**config.mk**
```make
export PLATFORM = sky130hd
export DESIGN_NAME = secret_code_gen
export DESIGN_NICKNAME = d
export VERILOG_FILES = /design/src/rtl/mm_pkg.sv /design/src/rtl/color_reduce.sv /design/src/rtl/secret_code_gen.sv
export SDC_FILE = /design/constraint.sdc
export NUM_CORES = 1
export LEC_CHECK = 0
export CAP_MARGIN = 20
export CORE_MARGIN = 1.5
export CORE_UTILIZATION = 50
export DETAILED_ROUTE_END_ITERATION = 8
export MAX_ROUTING_LAYER = met4
export PLACE_DENSITY = 0.77
export SYNTH_ARGS = -nofsm -noshare
export SYNTH_HDL_FRONTEND = slang
export SYNTH_SLANG_ARGS = --single-unit
```
**constraint.sdc**
```tcl
create_clock -name clk -period 18.69 [get_ports clk]
set_input_delay 3.738 -clock clk [delete_from_list [all_inputs] [get_ports clk]]
set_output_delay 3.738 -clock clk [all_outputs]
set_load 0.005 [all_outputs]
```
**src/rtl/mm_pkg.sv**
```systemverilog
// Shared MasterMind definitions: code geometry, colour/code types and the code-generator FSM states.
// Game control and feedback scoring import the same package.
package mm_pkg;

    localparam int unsigned PEGS   = 4;
    localparam int unsigned COLORS = 6;
    localparam int unsigned CW     = $clog2(COLORS);

    typedef logic [CW-1:0]      color_t;
    typedef color_t [PEGS-1:0]  code_t;

    typedef enum logic [1:0] {
        StIdle,
        StReq,
        StCheck,
        StDone
    } gen_state_e;

endpackage

```
**src/rtl/color_reduce.sv**
```systemverilog
// Maps one 32-bit RNG word to a colour in [0, COLORS) without modulo bias.
// Words at or above the largest multiple of COLORS are flagged out of range.
module color_reduce
    import mm_pkg::*;
(
    input  logic [31:0] rng_res,
    output color_t      colour,
    output logic        in_range
);

    localparam logic [63:0] SPAN  = 64'd1 << 32;
    // 33 bits so that COLORS a power of two gives LIMIT = 2^32 (everything in range)
    localparam logic [32:0] LIMIT = 33'((SPAN / 64'(COLORS)) * 64'(COLORS));

    always_comb begin
        in_range = ({1'b0, rng_res} < LIMIT);
        colour   = color_t'(rng_res % 32'(COLORS));
    end

endmodule

```
**src/rtl/secret_code_gen.sv**
```systemverilog
// Builds the secret code peg by peg from RNG draws, with optional distinct-colour rejection
// and a deterministic fallback once a peg has used up its draw budget.
module secret_code_gen
    import mm_pkg::*;
#(
    parameter int unsigned ALLOW_REPEAT = 1,
    parameter int unsigned MAX_TRIES    = 256
) (
    input  logic                 clk,
    input  logic                 rst_n,
    input  logic                 start,
    output logic                 rng_en,
    input  logic [31:0]          rng_res,
    output logic                 busy,
    output logic [PEGS*CW-1:0]   code,
    output logic                 code_valid
);

    localparam int unsigned   TW       = (MAX_TRIES > 1) ? $clog2(MAX_TRIES) : 1;
    localparam int unsigned   PW       = (PEGS > 1) ? $clog2(PEGS) : 1;
    localparam logic [TW-1:0] TRY_LAST = TW'(MAX_TRIES - 1);
    localparam logic [PW-1:0] PEG_LAST = PW'(PEGS - 1);
    localparam logic          UNIQUE   = (ALLOW_REPEAT == 0);

    gen_state_e    state_q, state_d;
    code_t         code_q, code_d;
    logic          code_valid_q, code_valid_d;
    logic [PW-1:0] peg_q, peg_d;
    logic [TW-1:0] try_q, try_d;

    color_t draw_colour;
    logic   draw_in_range;

    color_reduce u_color_reduce (
        .rng_res  (rng_res),
        .colour   (draw_colour),
        .in_range (draw_in_range)
    );

    // Colours already taken by pegs below the current index
    logic [COLORS-1:0] used;
    logic              dup_hit;
    color_t            fallback;
    logic              fallback_found;

    always_comb begin
        used = '0;
        for (int unsigned i = 0; i < PEGS; i++) begin
            if (PW'(i) < peg_q) begin
                used[code_q[PW'(i)]] = 1'b1;
            end
        end
        dup_hit = used[draw_colour];

        fallback       = '0;
        fallback_found = 1'b0;
        for (int unsigned c = 0; c < COLORS; c++) begin
            if (!fallback_found && !used[CW'(c)]) begin
                fallback       = CW'(c);
                fallback_found = 1'b1;
            end
        end
    end

    logic   reject;
    logic   take;
    color_t pick;

    always_comb begin
        state_d      = state_q;
        code_d       = code_q;
        code_valid_d = code_valid_q;
        peg_d        = peg_q;
        try_d        = try_q;
        rng_en       = 1'b0;
        busy         = 1'b0;
        reject       = 1'b0;
        take         = 1'b0;
        pick         = draw_colour;

        case (state_q)
            StIdle: begin
                if (start) begin
                    state_d      = StReq;
                    code_valid_d = 1'b0;
                    peg_d        = '0;
                    try_d        = '0;
                end
            end
            StReq: begin
                busy    = 1'b1;
                rng_en  = 1'b1;
                state_d = StCheck;
            end
            StCheck: begin
                busy   = 1'b1;
                reject = !draw_in_range || (UNIQUE && dup_hit);
                if (!reject) begin
                    take = 1'b1;
                end else if (UNIQUE && (try_q == TRY_LAST)) begin
                    take = 1'b1;
                    pick = fallback;
                end

                if (take) begin
                    code_d[peg_q] = pick;
                    try_d         = '0;
                    if (peg_q == PEG_LAST) begin
                        state_d = StDone;
                    end else begin
                        peg_d   = peg_q + 1'b1;
                        state_d = StReq;
                    end
                end else begin
                    // Saturate so an endless bias-reject run cannot wrap the counter
                    if (try_q != TRY_LAST) begin
                        try_d = try_q + 1'b1;
                    end
                    state_d = StReq;
                end
            end
            StDone: begin
                code_valid_d = 1'b1;
                state_d      = StIdle;
            end
            default: begin
                state_d = StIdle;
            end
        endcase
    end

    always_ff @(posedge clk) begin
        if (!rst_n) begin
            state_q      <= StIdle;
            code_q       <= '0;
            code_valid_q <= 1'b0;
            peg_q        <= '0;
            try_q        <= '0;
        end else begin
            state_q      <= state_d;
            code_q       <= code_d;
            code_valid_q <= code_valid_d;
            peg_q        <= peg_d;
            try_q        <= try_d;
        end
    end

    assign code       = code_q;
    assign code_valid = code_valid_q;

endmodule

```
==> impl_metrics.tcl <==
set metrics [dict create \
    power_frac_seq_pct 21.0 \
    cts_htree_levels 1 \
    final_cells 557 \
    port-buffer-count 49 \
    fmax_mhz 92.06 \
    synth-compound-area-share_pct 40.14 \
    cp_max_fo 13 \
    power_leakage_uw 0.001382 \
    synth_simple_gate_area_share_pct 35.61 \
    p_per_area_mw_per_mm2 52.17 \
    status "complete, no violations" \
    crit_family "compound AO/OA/AOI/OAI gates" \
    crit_chain "clkdlybuf4s50_1 > or4b_1 > o22ai_1 > o22a_2 > nor2_1 > mux2_1 > a211oi_1 > o22a_1 > mux2i_1 > and2_1 > nand2_1 > a22oi_1 > o311a_1 > nand3_2 > o211ai_2 > mux2i_1 > o41a_1 > and3_1 > mux2_2 > o2bb2ai_2 > nor4_1 > o31a_1 > a2111oi_4 > o41ai_1" \
    place_ws_ns 7.697 \
    clkSlewWorstSetupHoldPaths_ns 0.07 \
    grt_pass1_wl_um 15000 \
    finalClockSkew_ns 0.004719 \
    dp.final_hpwl_um 6884 \
    yosysSeqAreaShare_pct 10.62 \
    syn_to_final_growth_pct 16.36 \
    period_share_pct 58.12 \
    clock_sinks 17 \
    slowest_stage "or4b_1" \
    p_int_uw 104.1 \
    core-area_mm2 0.006061 \
    synth_fp_nets 497 \
    cp.arrival_ns 10.99 \
    setup_tns_ns 0 \
    clockPowerShare_pct 14.6 \
    cts_inserted_buffers 3 \
    vias 3713 \
    min_period_ns 10.86 \
    cts_tree "yes" \
    dr.pass1.iters 5 \
    track_usage_pct 25.45 \
    die_w_um 83.06 \
    yosys_warnings 0 \
    clk_latency_ns 0.25 \
    power.share.combinational_pct 64.4 \
    drt-total-wl_um 8850 \
    final-hold-violation-count 0 \
    p_sw_uw 90.40 \
    fp.dieArea_mm2 0.006898 \
    rsz0062_at_grt "false" \
    fp-row-count 28 \
    grt_pass1_vias 3423 \
    antenna_found_initial 0 \
    irDropWorstVdd_mv 0.04876 \
    ant_nets 0 \
    cp-start-kind "primary input" \
    synthArstFlopShare_pct 0 \
    globalplace.congestion 0.9879 \
    switching_share_pct 46.47 \
    synth_edf_count 0 \
    numPlacedInstances 553 \
    start_util_pct 52.87 \
    die_h_um 83.06 \
    nFillCells 555 \
    synthMuxAreaShare_pct 2.889 \
    whs_ns 0.4784 \
    nets 526 \
    synthCells 454 \
    fin_ws_ns 7.827 \
    worstSetupPathType "in -> reg" \
    synth_area_per_cell_um2 7.058 \
    viasPerCell 6.666 \
    synth-xor-area-share_pct 1.640 \
    synth_area_mm2 0.003204 \
    cts.repair.resized 0 \
    io_pins 50 \
    drt_iter0_drc 234 \
    post_cts_buffers 0 \
    hold_class "reg -> reg" \
    cap_violations 0 \
    drive_gt1_share_pct 7.469 \
    ys.flop_type "dfxtp_1" \
    yosysUniqueCellTypes 90 \
    max_stage_delay_ns 0.65 \
    ys_ff_latch 17 \
    grt-ovfl-total 0 \
    wl_per_cell_um 15.89 \
    end_kind "flop" \
    crit_top_cell "mux2i_1" \
    slew_headroom_pct 47.78 \
    ctsHoldBuffers 0 \
    slew_viol_final 0 \
    synth_top_family_by_area "compound AO/OA/AOI/OAI gates" \
    cts-root-buf "clkbuf_8" \
    grt_max_degree 21 \
    drc 0 \
    setup_viol 0 \
    worst_pin_slew_ns 0.7711 \
    cp.required_ns 18.82 \
    cp_num_buf_inv 1 \
    synthAdderAreaFrac_pct 3.124 \
    clockBufferDepth 2 \
    antenna_cells 0 \
]
[kinds of logic after synthesis]
group                      count (synthesis)
DFF                                       17
AOI/OAI and AO/OA                        160
adders and majority gates                  8
muxes                                      9
and+or+nand+nor                          207
buffers and inverters                     47
xor gates and xnor gates                   6
[power by group through the flow]
stage	combinational, µW	clock, µW	sequential, µW
6_report	125	28.3	40.9
5_1_grt	137	30.9	41.1
4_1_cts	123	29.1	40.8
3_5_place_dp	122	0	41.6
3_3_place_gp	120	0	41.4
2_1_floorplan	92.7	0	41.1
[stage by stage]
step | area [µm²] | total power [µW] | util, %
after detailed placement | 3680 | 164.0 | 60.71
after CTS | 3729 | 193.0 | 61.52
after floorplan | 3204 | 133.8 | -
final | 3729 | 194.5 | 61.52
after global routing | 3729 | 209.5 | 61.52
after global placement | 3680 | 161.8 | 60.71
[state kept, by name, summed over array words and instances (netlist names)]
register	cells
state_q	2
code_valid	1
peg_q	2
code	12
[worst reg2reg max path, delay by kind of cell (launching register included)]
family | cells | cell delay, ns
AO/OA/AOI/OAI | 4 | 0.91
flip-flops | 1 | 0.36
adder cells (fa/ha/maj) | 1 | 0.23
AND/OR/NAND/NOR | 1 | 0.05
buffers and inverters | 3 | 0.24
[final cells by class]
type / instances / area [µm²] / area share, %
repair buffers: 49 / 490.5 / 13.15
clock buffers: 3 / 41.29 / 1.107
flip-flops and latches: 17 / 340.3 / 9.127
well taps: 75 / 93.84 / 2.517
clock inverters: 1 / 7.507 / 0.2013
inverters: 22 / 82.58 / 2.215
multi-input cells: 390 / 2673 / 71.68
[cell usage after synthesis, types with 10 or more instances]
library cell,instances,area [µm²]
o21ai_0,14,70.07
o22ai_1,10,62.56
a21oi_1,31,155.2
nand2b_1,15,93.84
nor3_1,20,100.1
clkbuf_1,18,67.56
nand3_1,19,95.09
inv_1,22,82.58
nor2b_1,12,75.07
nand2_1,41,153.9
nor2_1,41,153.9
dfxtp_1,17,340.3
[placed cells by master, fill, tap and decap left out, types with 3 or more instances in the layout]
cell type,Yosys,final
o21ai_1,5,5
and2_1,8,8
inv_1,22,22
o31ai_1,6,6
o2111ai_1,4,4
nor3_1,20,20
and3b_1,3,3
and3_1,5,5
or4_4,3,3
a31oi_1,4,4
o211ai_2,4,4
ha_1,8,8
clkbuf_8,0,3
o21a_1,3,3
o41ai_1,8,8
o22a_1,4,4
a311oi_1,4,4
a21oi_1,31,31
xor2_1,4,4
nand4_1,9,9
a21bo_2,3,3
nor2b_1,12,12
nand2_1,41,41
o22ai_1,10,10
a211oi_1,4,4
nand3b_1,3,3
nand3_1,19,19
dfxtp_1,17,17
o211a_1,5,5
o211ai_1,4,4
nand2b_1,15,15
mux2i_1,7,7
clkdlybuf4s50_1,0,49
nor2_1,41,41
a22oi_1,4,4
nor3b_1,4,4
o21ai_0,14,14
nor4_1,7,7
o31a_1,4,4
[metal layers]
layer	vias to the layer above	share of wire [%]	GRT usage, %
met5	-	0	-
met4	0	2.9	8.182
met3	26	5.2	2.386
met2	141	46	42.50
met1	1720	45	32.41
li1	1826	-	-
[path summary, 6_finish.rpt]
| kind | startpoint | end | slack [ns] | depth (start not counted) |
|---|---|---|---|---|
| max | rng_res[28] | code[8]$_SDFFE_PN0P_ | 7.83 | 24 |
| min | code[4]$_SDFFE_PN0P_ | code[4]$_SDFFE_PN0P_ | 0.48 | 2 |
| max reg2reg | state_q[0]$_SDFFE_PN0N_ | peg_q[1]$_SDFFE_PN0P_ | 16.78 | 9 |
| min reg2reg | code[4]$_SDFFE_PN0P_ | code[4]$_SDFFE_PN0P_ | 0.48 | 2 |
(Power assumes the default switching activity.)
